File: src/rtl/spi_main_if.sv
// Request/response bus between the on-chip requester and spi_main.
interface spi_main_if #(
   parameter int OP_W   = 2,
   parameter int ADDR_W = 10,
   parameter int DATA_W = 32
) ();
   localparam int FRAME_W = OP_W + ADDR_W + DATA_W;

   logic               req_valid;
   logic               req_ready;
   logic [OP_W-1:0]    req_op;
   logic [ADDR_W-1:0]  req_addr;
   logic [DATA_W-1:0]  req_wdata;
   logic               rsp_valid;
   logic [DATA_W-1:0]  rsp_rdata;
   logic [FRAME_W-1:0] rsp_frame;
   logic               rsp_err;

   modport master (
      output req_valid, req_op, req_addr, req_wdata,
      input  req_ready, rsp_valid, rsp_rdata, rsp_frame, rsp_err
   );

   modport slave (
      input  req_valid, req_op, req_addr, req_wdata,
      output req_ready, rsp_valid, rsp_rdata, rsp_frame, rsp_err
   );
endinterface

File: src/rtl/spi_main.sv
// SPI main for the 44-bit {op, addr, data} spi_sub frame: shifts a command out,
// waits a turnaround, shifts the echoed response back in and checks it.
module spi_main #(
   parameter int OP_W        = 2,
   parameter int ADDR_W      = 10,
   parameter int DATA_W      = 32,
   parameter int TURN_CYCLES = 1,
   parameter int GAP_CYCLES  = 2
) (
   input  logic     sclk,
   input  logic     rst,
   spi_main_if.slave bus,
   output logic     cs_n,
   output logic     mosi,
   input  logic     miso
);
   localparam int FRAME_W = OP_W + ADDR_W + DATA_W;
   localparam int HDR_W   = OP_W + ADDR_W;
   localparam logic [5:0] LAST_BIT  = 6'(FRAME_W - 1);
   localparam logic [5:0] TURN_LAST = 6'(TURN_CYCLES - 1);
   localparam logic [5:0] GAP_LAST  = 6'(GAP_CYCLES - 1);
   localparam logic [OP_W-1:0] OP_WRITE = OP_W'(1);

   typedef enum logic [2:0] {
      IDLE, TX, TURN, RX, DONE, ILLEGAL, GAP
   } state_t;

   state_t             state;
   logic [5:0]         bit_cnt;
   logic [FRAME_W-1:0] tx_frame;
   logic [FRAME_W-1:0] rx_shift;
   logic               ready;
   logic               rsp_valid;
   logic               rsp_err;
   logic [DATA_W-1:0]  rsp_rdata;
   logic [FRAME_W-1:0] rsp_frame;
   logic               hdr_bad;
   logic               data_bad;
   logic               is_write;

   assign bus.req_ready = ready;
   assign bus.rsp_valid = rsp_valid;
   assign bus.rsp_err   = rsp_err;
   assign bus.rsp_rdata = rsp_rdata;
   assign bus.rsp_frame = rsp_frame;

   assign is_write = (tx_frame[FRAME_W-1 -: OP_W] == OP_WRITE);
   assign hdr_bad  = (rx_shift[FRAME_W-1 -: HDR_W] != tx_frame[FRAME_W-1 -: HDR_W]);
   assign data_bad = (rx_shift[DATA_W-1:0] != tx_frame[DATA_W-1:0]);

   // bit_cnt is shared by TX, TURN, RX and GAP; each phase restarts it at 0,
   // so it never runs past 43.
   always_ff @(posedge sclk) begin
      if (rst) begin
         state     <= IDLE;
         cs_n      <= 1'b1;
         ready     <= 1'b0;
         rsp_valid <= 1'b0;
         rsp_err   <= 1'b0;
         rsp_rdata <= '0;
         rsp_frame <= '0;
         bit_cnt   <= '0;
         tx_frame  <= '0;
         rx_shift  <= '0;
      end else begin
         rsp_valid <= 1'b0;
         case (state)
            IDLE: begin
               ready <= 1'b1;
               if (bus.req_valid && ready) begin
                  ready    <= 1'b0;
                  tx_frame <= {bus.req_op, bus.req_addr, bus.req_wdata};
                  bit_cnt  <= '0;
                  if (bus.req_op[OP_W-1]) begin
                     state <= ILLEGAL;
                  end else begin
                     cs_n  <= 1'b0;
                     state <= TX;
                  end
               end
            end
            TX: begin
               if (bit_cnt == LAST_BIT) begin
                  bit_cnt <= '0;
                  state   <= TURN;
               end else begin
                  bit_cnt <= bit_cnt + 6'd1;
               end
            end
            TURN: begin
               if (bit_cnt == TURN_LAST) begin
                  bit_cnt <= '0;
                  state   <= RX;
               end else begin
                  bit_cnt <= bit_cnt + 6'd1;
               end
            end
            RX: begin
               rx_shift <= {rx_shift[FRAME_W-2:0], miso};
               if (bit_cnt == LAST_BIT) begin
                  bit_cnt <= '0;
                  state   <= DONE;
               end else begin
                  bit_cnt <= bit_cnt + 6'd1;
               end
            end
            DONE: begin
               cs_n      <= 1'b1;
               rsp_valid <= 1'b1;
               rsp_frame <= rx_shift;
               rsp_rdata <= rx_shift[DATA_W-1:0];
               rsp_err   <= hdr_bad || (is_write && data_bad);
               bit_cnt   <= '0;
               state     <= GAP;
            end
            ILLEGAL: begin
               rsp_valid <= 1'b1;
               rsp_err   <= 1'b1;
               bit_cnt   <= '0;
               state     <= GAP;
            end
            GAP: begin
               if (bit_cnt == GAP_LAST) begin
                  bit_cnt <= '0;
                  ready   <= 1'b1;
                  state   <= IDLE;
               end else begin
                  bit_cnt <= bit_cnt + 6'd1;
               end
            end
            default: state <= IDLE;
         endcase
      end
   end

   // Launch on the falling edge so the sub sees a stable bit at the next rising edge.
   always_ff @(negedge sclk) begin
      if (rst || state != TX) begin
         mosi <= 1'b0;
      end else begin
         mosi <= tx_frame[LAST_BIT - bit_cnt];
      end
   end
endmodule

File: src/flat_wrapper.sv
// flat-port wrapper written by rule: the top's interface ports become plain ports
module spi_main_flat 
#(
   parameter int OP_W        = 2,
   parameter int ADDR_W      = 10,
   parameter int DATA_W      = 32,
   parameter int TURN_CYCLES = 1,
   parameter int GAP_CYCLES  = 2
)
  (sclk, rst, cs_n, mosi, miso, bus_req_valid, bus_req_op, bus_req_addr, bus_req_wdata, bus_req_ready, bus_rsp_valid, bus_rsp_rdata, bus_rsp_frame, bus_rsp_err);
  spi_main_if #(.OP_W(OP_W), .ADDR_W(ADDR_W), .DATA_W(DATA_W)) bus_i ();
  input  logic sclk;
  input  logic rst;
  output logic cs_n;
  output logic mosi;
  input  logic miso;
  input wire logic [$bits(bus_i.req_valid)-1:0] bus_req_valid;
  input wire logic [$bits(bus_i.req_op)-1:0] bus_req_op;
  input wire logic [$bits(bus_i.req_addr)-1:0] bus_req_addr;
  input wire logic [$bits(bus_i.req_wdata)-1:0] bus_req_wdata;
  output wire logic [$bits(bus_i.req_ready)-1:0] bus_req_ready;
  output wire logic [$bits(bus_i.rsp_valid)-1:0] bus_rsp_valid;
  output wire logic [$bits(bus_i.rsp_rdata)-1:0] bus_rsp_rdata;
  output wire logic [$bits(bus_i.rsp_frame)-1:0] bus_rsp_frame;
  output wire logic [$bits(bus_i.rsp_err)-1:0] bus_rsp_err;
  assign bus_i.req_valid = bus_req_valid;
  assign bus_i.req_op = bus_req_op;
  assign bus_i.req_addr = bus_req_addr;
  assign bus_i.req_wdata = bus_req_wdata;
  assign bus_req_ready = bus_i.req_ready;
  assign bus_rsp_valid = bus_i.rsp_valid;
  assign bus_rsp_rdata = bus_i.rsp_rdata;
  assign bus_rsp_frame = bus_i.rsp_frame;
  assign bus_rsp_err = bus_i.rsp_err;
  spi_main #(.OP_W(OP_W), .ADDR_W(ADDR_W), .DATA_W(DATA_W), .TURN_CYCLES(TURN_CYCLES), .GAP_CYCLES(GAP_CYCLES)) u_core (.sclk(sclk), .rst(rst), .bus(bus_i), .cs_n(cs_n), .mosi(mosi), .miso(miso));
endmodule
File: config.mk
export PLATFORM = sky130hd
export DESIGN_NAME = spi_main_flat
export DESIGN_NICKNAME = d
export VERILOG_FILES = /design/src/rtl/spi_main_if.sv /design/src/rtl/spi_main.sv /design/src/flat_wrapper.sv
export SDC_FILE = /design/constraint.sdc
export NUM_CORES = 1
export LEC_CHECK = 0
export CAP_MARGIN = 20
export CORE_ASPECT_RATIO = 1.25
export CORE_MARGIN = 3
export CORE_UTILIZATION = 50
export DETAILED_ROUTE_END_ITERATION = 8
export PLACE_DENSITY_LB_ADDON = 0.05
export SYNTH_ARGS = -nofsm -noshare
export SYNTH_HDL_FRONTEND = slang
export SYNTH_SLANG_ARGS = --single-unit
File: constraint.sdc
create_clock -name sclk -period 2 [get_ports sclk]
set_input_delay 0.4 -clock sclk [delete_from_list [all_inputs] [get_ports sclk]]
set_output_delay 0.4 -clock sclk [all_outputs]
set_load 0.01 [all_outputs]
==> flow_metrics.env <==
export IMPL_ir_drop_v=0.000580
export IMPL_place_detailed_hpwl_microns=12600
export IMPL_worstPathMaxFanout=6
export IMPL_area_occupied_by_registers_sq_mm=0.00293
export IMPL_clk_pin_slew_worst_paths_ns=0.06
export IMPL_grt_setup_unrepaired="true"
export IMPL_synth_seq_area_share_pct=45.0
export IMPL_numCtsBuffers=17
export IMPL_via_count=5790
export IMPL_multi_input_comb_area_sq_mm=0.00311
export IMPL_drc=0
export IMPL_clockRootBuffer="sky130_fd_sc_hd__clkbuf_16"
export IMPL_global_placer_s_final_weighted_congestion=0.904
export IMPL_overflow=0
export IMPL_postRouteAntennaNets=0
export IMPL_detail_route_wl_per_cell_microns=15.3
export IMPL_worst_endpoint_arrival_ns=1.89
export IMPL_crit_type="flop to flop"
export IMPL_route_final_wire_length_microns=17200
export IMPL_powerDensity_mw_per_mm2=992
export IMPL_worstSkewPairLatency_ns=0.44
export IMPL_dr_first_iter_drc_count=270
export IMPL_numClockSinks=146
export IMPL_number_of_endpoints_with_negative_hold_slack_in_the_final_report=0
export IMPL_h_tree_levels=4
export IMPL_post_route_worst_setup_slack_ns=-0.581
export IMPL_pin_count_of_the_biggest_net_entering_global_routing=73
export IMPL_critical_path_endpoint_type="flop"
export IMPL_postSynth_topFlopCell="sky130_fd_sc_hd__dfxtp_1"
export IMPL_die_h_microns=133
export IMPL_cts_tree="yes"
export IMPL_synth_warning_count=0
export IMPL_core_sq_mm=0.0124
export IMPL_die_width_microns=108
export IMPL_rows=45
export IMPL_startpoint="u_core.bit_cnt[2]$_SDFFE_PP0P_"
export IMPL_setup_viol=2
export IMPL_fin_total_pwr_uw=8790
export IMPL_cts_root_to_sink_buffers=2
export IMPL_via_per_inst=5.16
export IMPL_cellLeakagePower_uw=0.00337
export IMPL_vias_in_the_first_global_route=5637
export IMPL_number_of_flops_mapped_to_enable_cells_by_yosys=0
export IMPL_ff2ff_setup_slack_ns=-0.58
export IMPL_synth_seq_cells=146
export IMPL_worstReg2RegEnd="u_core.mosi$_SDFF_NP0_"
export IMPL_timing_critical_path_to="u_core.mosi$_SDFF_NP0_"
export IMPL_run_status="finished, violations left"
export IMPL_design_portCount=129
export IMPL_min_delay_start="u_core.bus.rsp_frame[40]$_SDFFE_PP0P_"
export IMPL_syn_instance_count=794
export IMPL_synth_lib_cells_used_distinct=51
export IMPL_post_synthesis_instance_area_sq_mm=0.00649
export IMPL_post_synthesis_to_final_layout_area_growth_pct=36.6
export IMPL_worstMarginPinSlew_ns=0.731
export IMPL_synth_net_count=849
export IMPL_final_nets=1001
export IMPL_insertedDiodeCount=0
export IMPL_initial_antenna_violation_count=0
export IMPL_timing_critical_path_from_type="flop"
export IMPL_failed_checks="negative setup slack"
export IMPL_max_cap_viol_count=0
export IMPL_drive_gt1_share_pct=15.4
export IMPL_port_buffers=128
export IMPL_start_util_pct=52.2
export IMPL_slew_limit_headroom_pct=51.3
export IMPL_die_area_sq_mm=0.0144
export IMPL_wire_length_of_the_first_global_routing_pass_microns=27600
export IMPL_tritonroute_pass_1_iters=4
export IMPL_final_worst_clock_skew_ns=0.0263
export IMPL_crit_required_ns=1.31
export IMPL_r2r_cells=5
export IMPL_timing_rr_start="u_core.bit_cnt[2]$_SDFFE_PP0P_"
export IMPL_ys_async_sr_fraction_pct=0
export IMPL_timing_max_transition_violations_final=0
export IMPL_grt_total_usage_pct=24.2
export IMPL_whs_ns=0.456
export IMPL_avgSynthCellArea_sq_um=8.17
export IMPL_fillers=1014
export IMPL_min_delay_path_class="flop to flop"
## per-layer routing
metal | global-route usage [%] | up-vias | share of wire [%] | wire length (microns)
met2 | 41.9 | 201 | 52 | 8860
met1 | 30.1 | 2663 | 42 | 7210
met5 | 0 | - | 0 | 0
met4 | 8.21 | 0 | 1.4 | 248
li1 | - | 2906 | - | -
met3 | 4.41 | 20 | 5.1 | 880
## synth_stat cells, types with 2 or more instances
cell type | number | share of area [%]
sky130_fd_sc_hd__inv_1 | 8 | 0.46
sky130_fd_sc_hd__clkbuf_1 | 30 | 1.7
sky130_fd_sc_hd__a21oi_1 | 136 | 10
sky130_fd_sc_hd__nand4b_1 | 2 | 0.27
sky130_fd_sc_hd__nor3_1 | 2 | 0.15
sky130_fd_sc_hd__mux2i_1 | 3 | 0.46
sky130_fd_sc_hd__nand4_1 | 5 | 0.48
sky130_fd_sc_hd__nand3_1 | 5 | 0.39
sky130_fd_sc_hd__xnor2_1 | 10 | 1.3
sky130_fd_sc_hd__nor2b_1 | 2 | 0.19
sky130_fd_sc_hd__mux4_2 | 9 | 3.1
sky130_fd_sc_hd__nor4_1 | 11 | 1.1
sky130_fd_sc_hd__mux4_1 | 2 | 0.81
sky130_fd_sc_hd__buf_4 | 34 | 3.9
sky130_fd_sc_hd__nand2b_1 | 2 | 0.19
sky130_fd_sc_hd__ha_1 | 7 | 1.3
sky130_fd_sc_hd__buf_2 | 17 | 1.3
sky130_fd_sc_hd__o21ai_0 | 7 | 0.54
sky130_fd_sc_hd__dfxtp_1 | 146 | 45
sky130_fd_sc_hd__nor3b_1 | 2 | 0.23
sky130_fd_sc_hd__nor2_1 | 12 | 0.69
sky130_fd_sc_hd__xor2_1 | 40 | 5.4
sky130_fd_sc_hd__nand2_1 | 274 | 16
## where the power goes
group	switching, uW	internal, uW	total [uW]
registers	132	3110	3250
clock network	1330	1920	3240
logic	1280	1030	2300
total	2740	6060	8790
## worst min-delay path by stage
stage               cells after the start                               endpoint  slack (ns)
floorplan                               2        u_core.tx_frame[7]$_SDFFE_PP0P_        0.46
detailed placement                      2  u_core.bus.rsp_frame[41]$_SDFFE_PP0P_        0.45
global route                            2  u_core.bus.rsp_frame[40]$_SDFFE_PP0P_        0.48
finish                                  2  u_core.bus.rsp_frame[40]$_SDFFE_PP0P_        0.46
CTS                                     2  u_core.bus.rsp_frame[40]$_SDFFE_PP0P_        0.46
global placement                        2  u_core.bus.rsp_frame[42]$_SDFFE_PP0P_        0.45
## cells in the final DEF (no fill, tap or decap), types with 3 or more instances in the layout
master,instances
sky130_fd_sc_hd__a21oi_1,136
sky130_fd_sc_hd__buf_12,3
sky130_fd_sc_hd__buf_4,83
sky130_fd_sc_hd__clkbuf_16,17
sky130_fd_sc_hd__clkdlybuf4s50_1,126
sky130_fd_sc_hd__clkinv_4,3
sky130_fd_sc_hd__dfxtp_1,144
sky130_fd_sc_hd__ha_1,4
sky130_fd_sc_hd__inv_1,8
sky130_fd_sc_hd__inv_6,5
sky130_fd_sc_hd__mux2i_1,3
sky130_fd_sc_hd__mux4_2,10
sky130_fd_sc_hd__nand2_1,274
sky130_fd_sc_hd__nand3_1,5
sky130_fd_sc_hd__nand4_1,5
sky130_fd_sc_hd__nor2_1,12
sky130_fd_sc_hd__nor4_1,11
sky130_fd_sc_hd__o21ai_0,7
sky130_fd_sc_hd__xnor2_1,10
sky130_fd_sc_hd__xor2_1,40
## metrics by stage
| step | cells | setup WS (ns) | TNS [ns] | util [%] | cell area [sq um] |
|---|---|---|---|---|---|
| 2_1_floorplan | 794 | -0.528 | -0.528 | - | 6490 |
| 3_3_place_gp | 1089 | -0.609 | -2.95 | 65.8 | 8190 |
| 3_5_place_dp | 1089 | -0.663 | -4.02 | 65.8 | 8190 |
| 4_1_cts | 1121 | -0.582 | -1.04 | 70.9 | 8820 |
| 5_1_grt | 1123 | -0.660 | -1.12 | 71.2 | 8860 |
| 6_report | 1123 | -0.581 | -1.01 | 71.2 | 8860 |
## kinds of logic (layout without fill, tap and decap cells)
| family | after synthesis | count (layout) | synth area share [%] |
|---|---|---|---|
| buffers and inverters | 91 | 256 | 7.67 |
| xor gates and xnor gates | 51 | 51 | 7.17 |
| adders and majority gates | 7 | 7 | 1.35 |
| AOI/OAI and AO/OA | 158 | 158 | 13.5 |
| and+or+nand+nor | 327 | 327 | 20.9 |
| muxes | 14 | 14 | 4.40 |
| DFF | 146 | 146 | 45.0 |
## critical path, stage by stage (launching register included)
cell	delay [ns]
sky130_fd_sc_hd__dfxtp_4	0.39
sky130_fd_sc_hd__buf_6	0.12
sky130_fd_sc_hd__mux4_2	0.51
sky130_fd_sc_hd__mux2i_1	0.16
sky130_fd_sc_hd__o2111a_1	0.23
sky130_fd_sc_hd__o32ai_2	0.07
## sequential cells by signal, indices dropped and copies added (netlist names), 3 cells and up
signal and cells:
u_core.bus.rsp_frame 44, u_core.tx_frame 44, u_core.bit_cnt 6, u_core.state 3, u_core.rx_shift 44
## timing repair
| action | 4_1_cts | 5_1_grt |
|---|---|---|
| setup endpoints to repair | 2 | 9 |
| pin swaps | 3 | 2 |
| hold buffers | 0 | 0 |
| setup buffers | 0 | 2 |
| gates resized for setup | 6 | 6 |
## cell type report
cell class / count / share of cell area [%]
clock buffers: 18 / 4.95
clock inverters: 15 / 1.93
inverters: 8 / 0.339
multi-input cells: 557 / 35.1
flip-flops and latches: 146 / 33.0
well taps: 164 / 2.32
repair buffers: 215 / 22.3
Note: power is estimated with default switching activity, not from simulation.
